**src/rtl/rissy_regfile_sb.sv**
```systemverilog
// rissy_regfile_sb: register file with a per-register pending (scoreboard) bit.
// Reads are combinational; register 0 is hardwired to zero. Issue requests
// reserve a destination (WAW stall while it is already pending); writeback
// stores data and releases the reservation.
// Optional feature: define RISSY_RF_BYPASS_EN for same-cycle write-through
// forwarding of the writeback value onto matching read ports.
module rissy_regfile_sb #(
  parameter int DATA_W = 16,
  parameter int ADDR_W = 3,
  parameter int NRD    = 2
) (
  input  logic                  clk,
  input  logic                  rst,
  input  logic                  we,
  input  logic [ADDR_W-1:0]     waddr,
  input  logic [DATA_W-1:0]     wdata,
  input  logic [NRD*ADDR_W-1:0] rd_addr,
  output logic [NRD*DATA_W-1:0] rd_data,
  output logic [NRD-1:0]        rd_busy,
  input  logic                  iss_valid,
  input  logic [ADDR_W-1:0]     iss_addr,
  output logic                  iss_ready,
  output logic [ADDR_W:0]       pend_cnt,
  output logic                  idle
);

  localparam int unsigned NREG = 2 ** ADDR_W;

  logic [DATA_W-1:0] regs [NREG];
  logic [NREG-1:0]   pending;
  logic [ADDR_W:0]   cnt;
  logic              wr_en;
  logic              iss_fire;
  logic              wb_clr;

  // Handshake decode: iss_ready uses the pre-edge pending bit only.
  always_comb begin
    wr_en     = we && (waddr != '0);
    iss_ready = (iss_addr == '0) ? 1'b1 : !pending[iss_addr];
    iss_fire  = iss_valid && iss_ready && (iss_addr != '0);
    wb_clr    = wr_en && pending[waddr];
  end

  // Register storage; index 0 is never written so it holds zero.
  always_ff @(posedge clk) begin
    if (!rst) begin
      for (int unsigned i = 0; i < NREG; i++) regs[i] <= '0;
    end else if (wr_en) begin
      regs[waddr] <= wdata;
    end
  end

  // Pending bits: the set is ordered after the clear so issue wins on a collision.
  always_ff @(posedge clk) begin
    if (!rst) begin
      pending <= '0;
    end else begin
      if (wr_en)    pending[waddr]    <= 1'b0;
      if (iss_fire) pending[iss_addr] <= 1'b1;
    end
  end

  // Pending counter: a clear only counts when it actually drops a set bit.
  // An accepted issue implies its bit was clear, so set+clear of one index
  // cannot both count.
  always_ff @(posedge clk) begin
    if (!rst) begin
      cnt <= '0;
    end else if (iss_fire && !wb_clr) begin
      cnt <= cnt + 1'b1;
    end else if (!iss_fire && wb_clr) begin
      cnt <= cnt - 1'b1;
    end
  end

  assign pend_cnt = cnt;
  assign idle     = (cnt == '0);

  for (genvar k = 0; k < NRD; k++) begin : g_rd
    logic [ADDR_W-1:0] ra;
    assign ra = rd_addr[k*ADDR_W +: ADDR_W];

    // Combinational read port k with optional writeback forwarding.
    always_comb begin
      rd_data[k*DATA_W +: DATA_W] = (ra == '0) ? '0 : regs[ra];
      rd_busy[k]                  = (ra != '0) && pending[ra];
`ifdef RISSY_RF_BYPASS_EN
      if (wr_en && (ra == waddr)) begin
        rd_data[k*DATA_W +: DATA_W] = wdata;
        rd_busy[k]                  = 1'b0;
      end
`endif
    end
  end

endmodule

```
**config.mk**
```make
export PLATFORM = sky130hd
export DESIGN_NAME = rissy_regfile_sb
export DESIGN_NICKNAME = d
export VERILOG_FILES = /design/src/rtl/rissy_regfile_sb.sv
export SDC_FILE = /design/constraint.sdc
export NUM_CORES = 1
export LEC_CHECK = 0
export CORE_ASPECT_RATIO = 1.1
export CORE_MARGIN = 5
export CORE_UTILIZATION = 45
export DETAILED_ROUTE_END_ITERATION = 6
export PLACE_DENSITY = 0.66
export SYNTH_ARGS = -nofsm -noshare
export SYNTH_HDL_FRONTEND = slang
export SYNTH_SLANG_ARGS = --single-unit
```
**constraint.sdc**
```tcl
create_clock -name clk -period 7.65 [get_ports clk]
set_input_delay 0.765 -clock clk [delete_from_list [all_inputs] [get_ports clk]]
set_output_delay 0.765 -clock clk [all_outputs]
set_load 0.03 [all_outputs]
```
-- Yosys cells after proc, flatten, opt, wreduce, memory -nomap -nowiden
Memories as Yosys holds them, arrays and structs flattened.
Index checks and enable logic that the tools add are counted.
- register bits after elaboration: 12
- bits in writable memories: 128
- bits of input ports: 32
- output and inout bits: 40
- word-level logic and storage cells: 64
- memories kept: 1
- memories (name ; depth ; width ; rd ports ; clocked after Yosys merged registers in ; write ports ; RTL line ; RTL):
    regs ; 8 ; 16 ; 2 ; 0 ; 8 ; 29 ; logic [DATA_W-1:0] regs [NREG];
- add/subtract/negate cells: 2
- order comparisons: 6
- muxes and demuxes: 27
- bitwise operators: 3
- reductions and logical operators: 23
- operators by type and width (kind ; number):
    16-bit 2-to-1 mux ; 3
    8-bit 2-to-1 mux ; 3
    3-bit by 4-bit less-than comparator with 1-bit output, second input constant ; 4
    16-bit OR reduction ; 1
    1-bit binary-select mux with 3-bit select ; 4
    1-bit 2-to-1 mux ; 12
    3-bit nonzero test ; 4
    1-bit logical AND ; 10
    3-bit logical NOT ; 3
    8-bit AND ; 1
    4-bit 2-to-1 mux ; 2
    8-bit inverter ; 1
    8-bit bitwise OR ; 1
    1-bit demux with 3-bit select ; 2
    3-bit by 1-bit greater-or-equal comparator with 1-bit output, second input constant ; 2
    4-bit by 1-bit adder with 4-bit output, second input constant ; 1
    4-bit logical NOT ; 1
    4-bit by 1-bit subtractor with 4-bit output, second input constant ; 1
    1-bit logical NOT ; 3
    3-bit 2-to-1 mux ; 1
    2-bit nonzero test ; 1

-- Logic depth before layout (Yosys ltp)
Gate-level depths: netlist (run 1).
- word-level depth: 10
- mapped depth: 12
- mapped depth without buffers: 11

-- Least setup slack after synthesis (run 1)
Ideal clock, no wire load.
- kind: in2reg
- start: input iss_addr[2]
- end: register cnt[3], in the netlist pend_cnt[3]
- setup time: 72 ps
- arrival time: 2891 ps
- required time: 7578 ps
- path slack: 4687 ps
- cell stages on the path: 10
- path buffers: 1
- path through: buf_2 o311a_2 nor4b_2 ha_1 inv_1 ha_1 a21o_1 a21oi_1 mux2i_1 mux2i_1
- longest elaborated chain between the ends: 9
- elaborated cells between the ends (all ways): 13
- classes of those cells: mux (4); reduce/logical (9)
- RTL lines (item ; RTL line ; RTL):
    start: declaration ; 21 ; input logic [ADDR_W-1:0] iss_addr,
    1-bit binary-select mux with 3-bit select ; 39 ; iss_ready = (iss_addr == '0) ? 1'b1 : !pending[iss_addr];
    1-bit 2-to-1 mux (not written as such) ; 39 ;
    1-bit logical NOT ; 39 ;
    1-bit 2-to-1 mux ; 39 ;
    1-bit logical AND ; 40 ; iss_fire = iss_valid && iss_ready && (iss_addr != '0);
    1-bit logical AND (*) ; 40 ;
    1-bit logical NOT ; 71 ; end else if (!iss_fire && wb_clr) begin
    1-bit logical AND ; 71 ;
    2-bit nonzero test (no line) ; n/a ;
    end signal: assignment ; 70 ; cnt <= cnt + 1'b1;
    end signal: assignment ; 72 ; cnt <= cnt - 1'b1;
    end: declaration ; 31 ; logic [ADDR_W:0] cnt;
Mark *: on every way between the ends. The rest lies on a longest branch, timed or not. The select of a mux whose other input is x is not followed.
A chain may end at the register's enable or synchronous reset.

-- Worst setup path after layout (run 1)
- start: input rd_addr[4]
- end: output rd_data[20]
- longest elaborated chain between the ends: 2
- elaborated cells between the ends (all ways): 3
- classes of those cells: mux (1); reduce/logical (1); memory (1)
- RTL lines (item ; RTL line ; RTL):
    start: declaration ; 17 ; input logic [NRD*ADDR_W-1:0] rd_addr,
    memory read 8 x 16 bit or 3-bit logical NOT (tied branches) ; n/a ;
    16-bit 2-to-1 mux (*) ; 85 ; rd_data[k*DATA_W +: DATA_W] = (ra == '0) ? '0 : regs[ra];
    end: declaration ; 18 ; output logic [NRD*DATA_W-1:0] rd_data,
Mark *: on every way between the ends. The rest lies on a longest branch, timed or not.

==> results.tsv, run 1 <==
stage	metric	value	unit
worst_hold_path	HP Class	reg -> reg	
synth	Post-synth EDFFs	115	
floorplan	row cnt	48	
grt	initial antenna violation count	0	
worst_setup_path	RR Startpoint	pending[2]$_SDFF_PN0_	
worst_setup_path	CP Launch Point	rd_addr[4]	
drt	M1 WL	7320	um
synth	Ys Warns	0	
worst_setup_path	Crit path max-delay family	buffers and inverters	
floorplan	effective utilization at floorplan	0.454	
clocking	Setup Buffers After CTS	0	
worst_setup_path	Setup CP Type	in -> out	
synth	gate count after technology mapping	549	
drt	routed len/inst	21.9	um
flow_run	maxcap violations	0	
power_and_ir_drop	PwrDens	233	nW/um2
drt	uppermost routed layer	met4	
worst_setup_path	crit-path max cell delay	1.01	ns
grt	first-pass GRT wire length	28100	um
placed_design	dpl ws	3.07	ns
worst_setup_path	reg2reg setup slack	4.88	ns
cells_and_area	commonest cells after routing, fill and taps aside	115 x edfxtp_1, 113 x and2_1, 69 x clkdlybuf4s50_1, 34 x mux4_2, 29 x mux2_2	
cells_and_area	Final Net Count	650	
worst_setup_path	CP arrival	3.85	ns
clocking	Worst-path clk slew	0.05	ns
drt	Met2 Wirelength	9460	um
placed_design	PortBufs	71	
grt	vias in the first global route	4887	
sta	clk_skew	0.00508	ns
status	outcome	completed	
worst_setup_path	critical path's slowest cell	nor2b_2	
sta	final period utilization	0.603	
clocking	# H-tree levels	4	
sta	RSZ-0062 raised after global routing	no	
placed_design	final RePlAce weighted congestion	0.819	
worst_setup_path	most used cell, CP	clkdlybuf4s50_1	
drt	DR iter-0 viols	388	
power_and_ir_drop	Net Switching	509	uW
clocking	hold buffers post-CTS	0	
clocking	root buf cell	clkbuf_16	
synth	syn avg cell area	12.9	um2
synth	unique cell type count in the Yosys netlist	57	
worst_setup_path	Max FO, Critical Path	36	
drt	DRC Markers	0	
floorplan	Chip Width	129	um
floorplan	core area	15600	um2
synth	Synth Cell Area	7070	um2
synth	Async SR Flop Fraction	0	
sta	FMAX	217	MHz
cells_and_area	share of layout cells above drive strength 1	0.201	
worst_setup_path	critical path buffer and inverter count	3	
worst_setup_path	Setup crit start kind	primary input	
power_and_ir_drop	Comb power frac	0.171	
sta	Final Critical Period	4.61	ns
worst_setup_path	Crit. End Element	output pin	
drt	Via Count	4772	
grt	remaining global-route overflow	0	
grt	largest net degree at the start of global routing	41	
worst_setup_path	end point of the critical path	rd_data[20]	
cells_and_area	commonest non-fill, non-tap cell in the layout	edfxtp_1	
sta	Worst slew margin	0.132	
synth	post-synthesis sequential area ratio	0.523	
power_and_ir_drop	VDD IR-drop max	0.146	mV
drt	post-route antenna net violation count	0	
drt	First-pass DRT Iterations	5	
power_and_ir_drop	Seq pwr share	0.422	
placed_design	Final HPWL DP	11100	um
worst_setup_path	crit path cell chain	clkdlybuf4s50_1, buf_4, nor2b_2, a221oi_1, a21oi_1, clkdlybuf4s50_1	
worst_setup_path	CP Depth	6	
floorplan	die height	141	um
sta	Worst Tran Pin Value	1.29	ns
worst_setup_path	Critical Path RT	6.88	ns
drt	post-DR vias/cell	5.77	
sta	Final Max Tran Viols	0	
clocking	cts repair resizes	0	
clocking	TritonCTS clock tree	yes	
drt	DRT Wirelength	18200	um
power_and_ir_drop	Leak Pwr	0.00299	uW
clocking	worst skew pair latency	0.40	ns
power_and_ir_drop	Int Pwr	1460	uW
floorplan	Top Ports	72	
worst_setup_path	Register-to-Register Path Depth	11	
worst_setup_path	reg2reg end	pend_cnt[3]$_SDFFE_PN0P_	
drt	met3 routed WL	1130	um
clocking	# clock sinks	127	
sta	hold violation count in the final report	0	
power_and_ir_drop	Switching Share	0.258	
grt	total global-route track usage	0.205	
sta	setup ws final	3.04	ns
clocking	Num CTS Buffers	17	
power_and_ir_drop	power share of the clock group	0.407	
synth	ys flop type	edfxtp_1	
synth	synthesized flop and latch total	127	
sta	Setup TNS Final	0	ns
clocking	clk buf depth	2	
sta	final setup vio count	0	
cells_and_area	n_diodes	0	
cells_and_area	Area Overhead vs Synth	19.9	%
floorplan	die area	18300	um2
## how the worst min path moves through the flow
stage	to	start	cells past startpoint	slack (ns)
after floorplan	pending[0]$_SDFF_PN0_	pending[0]$_SDFF_PN0_	1	0.43
after global placement	pending[0]$_SDFF_PN0_	pending[0]$_SDFF_PN0_	1	0.44
after detailed placement	pending[0]$_SDFF_PN0_	pending[0]$_SDFF_PN0_	1	0.45
after CTS	pending[0]$_SDFF_PN0_	pending[0]$_SDFF_PN0_	1	0.47
after global routing	pending[0]$_SDFF_PN0_	pending[0]$_SDFF_PN0_	1	0.47
final	pending[0]$_SDFF_PN0_	pending[0]$_SDFF_PN0_	1	0.47
## per-layer routing
layer / vias up / GRT usage
met3: 20 / 0.0410
met4: 0 / 0.0542
li1: 2188 / -
met1: 2384 / 0.263
met2: 180 / 0.354
met5: - / 0
## layout make-up
cell class / instances / area, um2
fillers: 1309 / 7080
flip-flops and latches: 127 / 3690
multi-input cells: 362 / 3070
repair buffers: 84 / 798
clock buffers: 19 / 433
well taps: 200 / 250
clock inverters: 13 / 146
inverters: 22 / 82.6
## stage by stage
stage          cells   util  power, uW  hold slack (ns)  cell area (um2)
6_report         827  0.545       1970            0.466             8470
5_1_grt          827  0.545       2040            0.472             8470
4_1_cts          827  0.545       1980            0.465             8470
3_5_place_dp     795  0.507       1190            0.447             7890
3_3_place_gp     795  0.507       1180            0.444             7890
2_1_floorplan    551      -       1050            0.431             7070
## cells in the mapped netlist (all sizes together), types with 2 or more instances
cell	instances	area, um2
a21oi	19	95.1
a221oi	19	166
a22oi	15	113
a311oi	3	45.0
and2	113	707
buf	30	200
clkbuf	10	37.5
dfxtp	12	240
edfxtp	115	3450
ha	3	37.5
inv	22	82.6
mux2	29	327
mux2i	8	80.1
mux4	34	766
nand2	25	96.4
nand2b	9	56.3
nand3	4	25.0
nor2	16	90.1
nor2b	4	27.5
nor3	2	15.0
o211ai	4	35.0
o21ai	25	125
o22ai	2	12.5
o31ai	3	22.5
o32ai	3	26.3
## state kept, by name, indices dropped and copies added (netlist names)
register	count
pend_cnt	4
regs	115
pending	8
## kinds of logic (layout without fill, tap and decap cells)
group / after synthesis / in the layout / synth area share
other cells: 1 / 3 / 0.000531
flops: 127 / 127 / 0.523
compound gates: 100 / 100 / 0.0997
simple gates: 182 / 182 / 0.155
buf+inv: 62 / 138 / 0.0453
mux: 71 / 71 / 0.166
fa+ha+maj: 4 / 4 / 0.00815
xor+xnor: 2 / 2 / 0.00248
## power by group through the flow
| stage | registers [uW] | logic, uW | clock network (uW) |
|---|---|---|---|
| 2_1_floorplan | 846 | 209 | 0 |
| 3_3_place_gp | 841 | 335 | 0 |
| 3_5_place_dp | 846 | 340 | 0 |
| 4_1_cts | 831 | 341 | 809 |
| 5_1_grt | 837 | 362 | 841 |
| 6_report | 832 | 338 | 801 |
No activity file was read; power rests on OpenSTA's default activity.
==> run 2, diff against run 1 <==
Settings changed: PLACE_DENSITY 0.66 to 0.68.
Clock period 7.65 ns to 4.2 ns, I/O delays scaled along.
==> results.tsv, run 2 (synthesized netlist as in run 1, its figures left out) <==
stage	metric	value	unit	change
status	outcome	completed		unchanged
worst_setup_path	CP Launch Point	rd_addr[1]		was rd_addr[4]
clocking	hold buffers post-CTS	0		unchanged
worst_setup_path	Max FO, Critical Path	14		was 36
sta	FMAX	321	MHz	
grt	total global-route track usage	0.208		was 0.205
clocking	# H-tree levels	4		unchanged
placed_design	PortBufs	71		unchanged
worst_setup_path	Critical Path RT	3.78	ns	was 6.88 ns
worst_hold_path	HP Class	reg -> reg		unchanged
drt	First-pass DRT Iterations	5		unchanged
clocking	# clock sinks	127		unchanged
floorplan	die area	18300	um2	unchanged
power_and_ir_drop	Leak Pwr	0.00303	uW	was 0.00299 uW
sta	Final Max Tran Viols	0		unchanged
worst_setup_path	crit path cell chain	clkdlybuf4s50_1, and2b_1, a22oi_1, o21ai_1, clkdlybuf4s50_1		was clkdlybuf4s50_1, buf_4, nor2b_2, a221oi_1, a21oi_1, clkdlybuf4s50_1
sta	hold violation count in the final report	0		unchanged
sta	Worst Tran Pin Value	1.00	ns	was 1.29 ns
drt	DR iter-0 viols	356		was 388
floorplan	effective utilization at floorplan	0.454		unchanged
grt	initial antenna violation count	0		unchanged
drt	DRT Wirelength	18300	um	was 18,200 um
cells_and_area	FILL cells	1296		was 1,309
cells_and_area	Reg with most FFs	regs		unchanged
drt	routed len/inst	22.0	um	was 21.9 um
cells_and_area	commonest non-fill, non-tap cell in the layout	edfxtp_1		unchanged
placed_design	dpl ws	0.672	ns	was 3.07 ns
drt	DRC Markers	0		unchanged
placed_design	final RePlAce weighted congestion	0.837		was 0.819
placed_design	area post-placement	7900	um2	was 7890 um2
cells_and_area	Final Net Count	654		was 650
clocking	Setup Buffers After CTS	0		unchanged
worst_setup_path	Setup crit start kind	primary input		unchanged
sta	Setup TNS Final	0	ns	unchanged
sta	Worst slew margin	0.331		was 0.132
sta	Final Critical Period	3.12	ns	
drt	post-DR vias/cell	5.78		was 5.77
clocking	worst skew pair latency	0.42	ns	was 0.40 ns
worst_setup_path	most used cell, CP	clkdlybuf4s50_1		unchanged
grt	first-pass GRT wire length	28300	um	was 28,100 um
sta	RSZ-0062 raised after global routing	no		unchanged
cells_and_area	commonest cells after routing, fill and taps aside	115 x edfxtp_1, 113 x and2_1, 52 x clkdlybuf4s50_1, 34 x mux4_2, 32 x buf_4		was 115 x edfxtp_1, 113 x and2_1, 69 x clkdlybuf4s50_1, 34 x mux4_2, 29 x mux2_2
clocking	cts repair resizes	0		unchanged
floorplan	die height	141	um	unchanged
clocking	Num CTS Buffers	17		unchanged
placed_design	Final HPWL DP	11100	um	about the same
worst_hold_path	HP Start	pending[0]$_SDFF_PN0_		unchanged
power_and_ir_drop	PwrDens	423	nW/um2	was 233 nW/um2
power_and_ir_drop	VDD IR-drop max	0.216	mV	was 0.146 mV
floorplan	Top Ports	72		unchanged
cells_and_area	Finished Core Util	0.545		about the same
placed_design	Cells after DPL	799		was 795
floorplan	Chip Width	129	um	unchanged
worst_setup_path	Setup CP Type	in -> out		unchanged
cells_and_area	max FFs per register	115		unchanged
clocking	root buf cell	clkbuf_16		unchanged
worst_setup_path	Crit path max-delay family	buffers and inverters		unchanged
drt	post-route antenna net violation count	0		unchanged
grt	remaining global-route overflow	0		unchanged
sta	setup ws final	1.08	ns	was 3.04 ns
cells_and_area	n_diodes	0		unchanged
worst_setup_path	RR Startpoint	pending[2]$_SDFF_PN0_		unchanged
worst_setup_path	crit-path max cell delay	0.72	ns	was 1.01 ns
cells_and_area	Area Overhead vs Synth	20.0	%	was 19.9%
cells_and_area	share of layout cells above drive strength 1	0.230		was 0.201
flow_run	maxcap violations	0		unchanged
worst_setup_path	critical path's slowest cell	clkdlybuf4s50_1		was nor2b_2
floorplan	core area	15600	um2	unchanged
clocking	clk buf depth	2		unchanged
clocking	TritonCTS clock tree	yes		unchanged
floorplan	row cnt	48		unchanged
grt	largest net degree at the start of global routing	38		was 41
sta	final setup vio count	0		unchanged
drt	Via Count	4800		was 4,772
sta	final period utilization	0.742		
cells_and_area	fin area	8480	um2	was 8470 um2
sta	clk_skew	0.00893	ns	was 0.00508 ns
worst_setup_path	critical path buffer and inverter count	2		was 3
worst_setup_path	CP arrival	2.70	ns	was 3.85 ns
worst_setup_path	Crit. End Element	output pin		unchanged
cells_and_area	final std cells w/o fill	831		was 827
grt	vias in the first global route	5002		was 4,887
clocking	Worst-path clk slew	0.05	ns	about the same
[run 2: cell count changes in the layout (fill, tap and decap cells not counted), moves of 2 or more]
cell | before | now
clkdlybuf4s50_1 | 69 | 52
clkinvlp_4 | 2 | 4
clkinv_2 | 5 | 3
buf_4 | 13 | 32
buf_12 | 0 | 2
[run 2: path summary, 6_finish.rpt]
check                                                end  depth (start not counted)  slack, ns
worst min-delay path               pending[0]$_SDFF_PN0_                          1       0.46
worst min register to register     pending[0]$_SDFF_PN0_                          1       0.46
worst max register to register  pend_cnt[3]$_SDFFE_PN0P_                         11       1.48
worst max-delay path                          rd_data[6]                          5       1.08
[run 2: area by class of cell]
class,instances,area (um2),area share
Clock inverter,13,146,0.0173
Multi-Input combinational cell,362,3060,0.361
Inverter,22,82.6,0.00974
Clock buffer,19,433,0.0510
Sequential cell,127,3690,0.436
Timing Repair Buffer,88,811,0.0956
Tap cell,200,250,0.0295
[run 2: metal layers]
layer | vias to the layer above | track usage | wire length (um)
li1 | 2208 | - | -
met1 | 2385 | 0.254 | 7150
met2 | 175 | 0.370 | 9620
met3 | 32 | 0.0384 | 1080
met4 | 0 | 0.0706 | 423
met5 | - | 0 | 0
[run 2: metrics by stage]
| step | power, uW | hold slack (ns) |
|---|---|---|
| after floorplan | 1920 | 0.431 |
| after global placement | 2140 | 0.456 |
| after detailed placement | 2160 | 0.446 |
| after CTS | 3600 | 0.461 |
| after global routing | 3710 | 0.486 |
| final | 3590 | 0.460 |
[run 2: power by group]
group	switching [uW]	leakage [uW]	total [uW]	internal [uW]
Sequential	48.9	0.00121	1520	1470
Clock	534	0.000271	1460	922
Combinational	344	0.00155	615	271
==> run 3, diff against run 2 <==
Settings changed: PLACE_DENSITY 0.68 to 0.66.
Clock period 4.2 ns to 2.9 ns, I/O delays scaled along.
==> results.tsv, run 3 (synthesized netlist as in run 1, its figures left out) <==
stage	metric	value	unit	change
worst_setup_path	Max FO, Critical Path	5		was 14
grt	first-pass GRT wire length	29300	um	was 28,300 um
floorplan	die height	141	um	unchanged
clocking	Worst-path clk slew	0.05	ns	about the same
cells_and_area	FILL cells	1270		was 1,296
cells_and_area	Area Overhead vs Synth	23.3	%	was 20.0%
drt	Via Count	4983		was 4,800
grt	total global-route track usage	0.216		was 0.208
sta	RSZ-0062 raised after global routing	no		unchanged
clocking	Num CTS Buffers	17		unchanged
clocking	root buf cell	clkbuf_16		unchanged
sta	clk_skew	0.00107	ns	was 0.00893 ns
worst_setup_path	crit path cell chain	clkdlybuf4s50_1, nor2b_2, o211ai_2, o311a_2, nor4b_2, ha_1, inv_1, ha_1, a21o_1, a21oi_1, mux2i_1, mux2i_1		was clkdlybuf4s50_1, and2b_1, a22oi_1, o21ai_1, clkdlybuf4s50_1
worst_setup_path	crit-path max cell delay	0.55	ns	was 0.72 ns
flow_run	maxcap violations	0		unchanged
grt	largest net degree at the start of global routing	37		was 38
floorplan	row cnt	48		unchanged
cells_and_area	Final Net Count	685		was 654
drt	First-pass DRT Iterations	5		unchanged
drt	DRC Markers	0		unchanged
power_and_ir_drop	Seq pwr share	0.423		about the same
floorplan	core area	15600	um2	unchanged
sta	final period utilization	0.925		
grt	initial antenna violation count	0		unchanged
power_and_ir_drop	Comb power frac	0.180		was 0.171
power_and_ir_drop	power share of the clock group	0.396		was 0.406
grt	remaining global-route overflow	0		unchanged
drt	routed len/inst	22.1	um	was 22.0 um
floorplan	effective utilization at floorplan	0.454		unchanged
sta	Worst Tran Pin Value	0.529	ns	was 1.00 ns
clocking	# clock sinks	127		unchanged
floorplan	Top Ports	72		unchanged
sta	FMAX	373	MHz	
drt	post-route antenna net violation count	0		unchanged
cells_and_area	Sequential Area	3690	um2	unchanged
worst_setup_path	Critical Path RT	3.25	ns	was 3.78 ns
worst_setup_path	Setup CP Type	in -> reg		was in -> out
power_and_ir_drop	VDD IR-drop max	0.346	mV	was 0.216 mV
cells_and_area	commonest cells after routing, fill and taps aside	115 x edfxtp_1, 113 x and2_1, 76 x buf_4, 34 x mux4_2, 34 x clkdlybuf4s50_1		was 115 x edfxtp_1, 113 x and2_1, 52 x clkdlybuf4s50_1, 34 x mux4_2, 32 x buf_4
sta	final setup vio count	0		unchanged
grt	vias in the first global route	5155		was 5,002
floorplan	die area	18300	um2	unchanged
power_and_ir_drop	Switching Share	0.253		was 0.258
placed_design	final RePlAce weighted congestion	0.821		was 0.837
clocking	Setup Buffers After CTS	0		unchanged
worst_setup_path	CP arrival	3.03	ns	was 2.70 ns
power_and_ir_drop	Net Switching	1310	uW	was 926 uW
cells_and_area	Finished Core Util	0.560		was 0.545
worst_hold_path	HP Class	reg -> reg		unchanged
drt	DRT Wirelength	19000	um	was 18,300 um
cells_and_area	Reg with most FFs	regs		unchanged
clocking	cts repair resizes	0		unchanged
sta	Final Critical Period	2.68	ns	
power_and_ir_drop	PwrDens	596	nW/um2	was 423 nW/um2
worst_setup_path	critical path's slowest cell	clkdlybuf4s50_1		unchanged
clocking	TritonCTS clock tree	yes		unchanged
clocking	worst skew pair latency	0.41	ns	was 0.42 ns
placed_design	PortBufs	71		unchanged
clocking	hold buffers post-CTS	0		unchanged
cells_and_area	n_diodes	0		unchanged
floorplan	Chip Width	129	um	unchanged
worst_setup_path	Crit. End Element	flop		was output pin
cells_and_area	commonest non-fill, non-tap cell in the layout	edfxtp_1		unchanged
cells_and_area	share of layout cells above drive strength 1	0.287		was 0.230
placed_design	Final HPWL DP	12300	um	was 11,100 um
sta	hold violation count in the final report	0		unchanged
drt	post-DR vias/cell	5.79		was 5.78
clocking	clk buf depth	2		unchanged
drt	DR iter-0 viols	466		was 356
power_and_ir_drop	Int Pwr	3880	uW	was 2660 uW
status	outcome	completed		unchanged
sta	Worst slew margin	0.648		was 0.331
sta	worst hold slack	0.458	ns	was 0.460 ns
cells_and_area	max FFs per register	115		unchanged
cells_and_area	area of the multi-input gates	3060	um2	unchanged
power_and_ir_drop	Leak Pwr	0.00322	uW	was 0.00303 uW
worst_setup_path	Setup crit start kind	primary input		unchanged
sta	Final Max Tran Viols	0		unchanged
clocking	# H-tree levels	4		unchanged
-- run 3: cell count changes in the layout (fill, tap and decap cells not counted), sizes merged --
cell	delta
clkinv	+1
buf	+49
clkdlybuf4s50	-18
clkinvlp	-4
clkbuf	+2
-- run 3: cell type report --
| cell class | count | area share |
|---|---|---|
| clock buffer | 21 | 0.0506 |
| clock inverter | 10 | 0.0138 |
| inverter | 22 | 0.00948 |
| multi-input combinational | 362 | 0.352 |
| sequential | 127 | 0.424 |
| tap | 200 | 0.0287 |
| timing repair buffer | 119 | 0.122 |
-- run 3: stage by stage --
stage	total power [uW]	worst slack, ns	cells	area (um2)	setup TNS (ns)
after global routing	5390	0.0369	861	8710	0
after detailed placement	3170	-0.213	830	8150	-0.276
after floorplan	2780	0.412	551	7070	0
after global placement	3140	-0.0569	830	8150	-0.0569
final	5190	0.219	861	8710	0
after CTS	5220	0.223	861	8710	0
-- run 3: final timing paths --
path,startpoint,endpoint,slack [ns],cells after the start
min reg2reg,pending[0]$_SDFF_PN0_,pending[0]$_SDFF_PN0_,0.46,1
max,iss_addr[0],pend_cnt[3]$_SDFFE_PN0P_,0.22,12
min,pending[0]$_SDFF_PN0_,pending[0]$_SDFF_PN0_,0.46,1
max reg2reg,pending[2]$_SDFF_PN0_,pend_cnt[3]$_SDFFE_PN0P_,0.24,11
-- run 3: worst max-delay path: cells and delay by family --
kind | cells | cell delay (ns)
fa+ha+maj | 2 | 0.49
buf+inv | 2 | 0.61
compound gates | 4 | 0.63
simple gates | 2 | 0.54
mux | 2 | 0.44
-- run 3: power groups by stage --
| stage | sequential, uW | clock, uW | combinational, uW |
|---|---|---|---|
| after floorplan | 2230 | 0 | 550 |
| final | 2200 | 2060 | 937 |
| after global routing | 2210 | 2180 | 998 |
| after global placement | 2220 | 0 | 924 |
| after detailed placement | 2230 | 0 | 939 |
| after CTS | 2190 | 2080 | 944 |
-- run 3: metal layers --
layer  vias to the layer above  share of wire  global-route usage
li1                       2271              -                   -
met1                      2469           0.37               0.260
met2                       215           0.53               0.378
met3                        28          0.076              0.0531
met4                         0          0.018              0.0717
met5                         -              0                   0
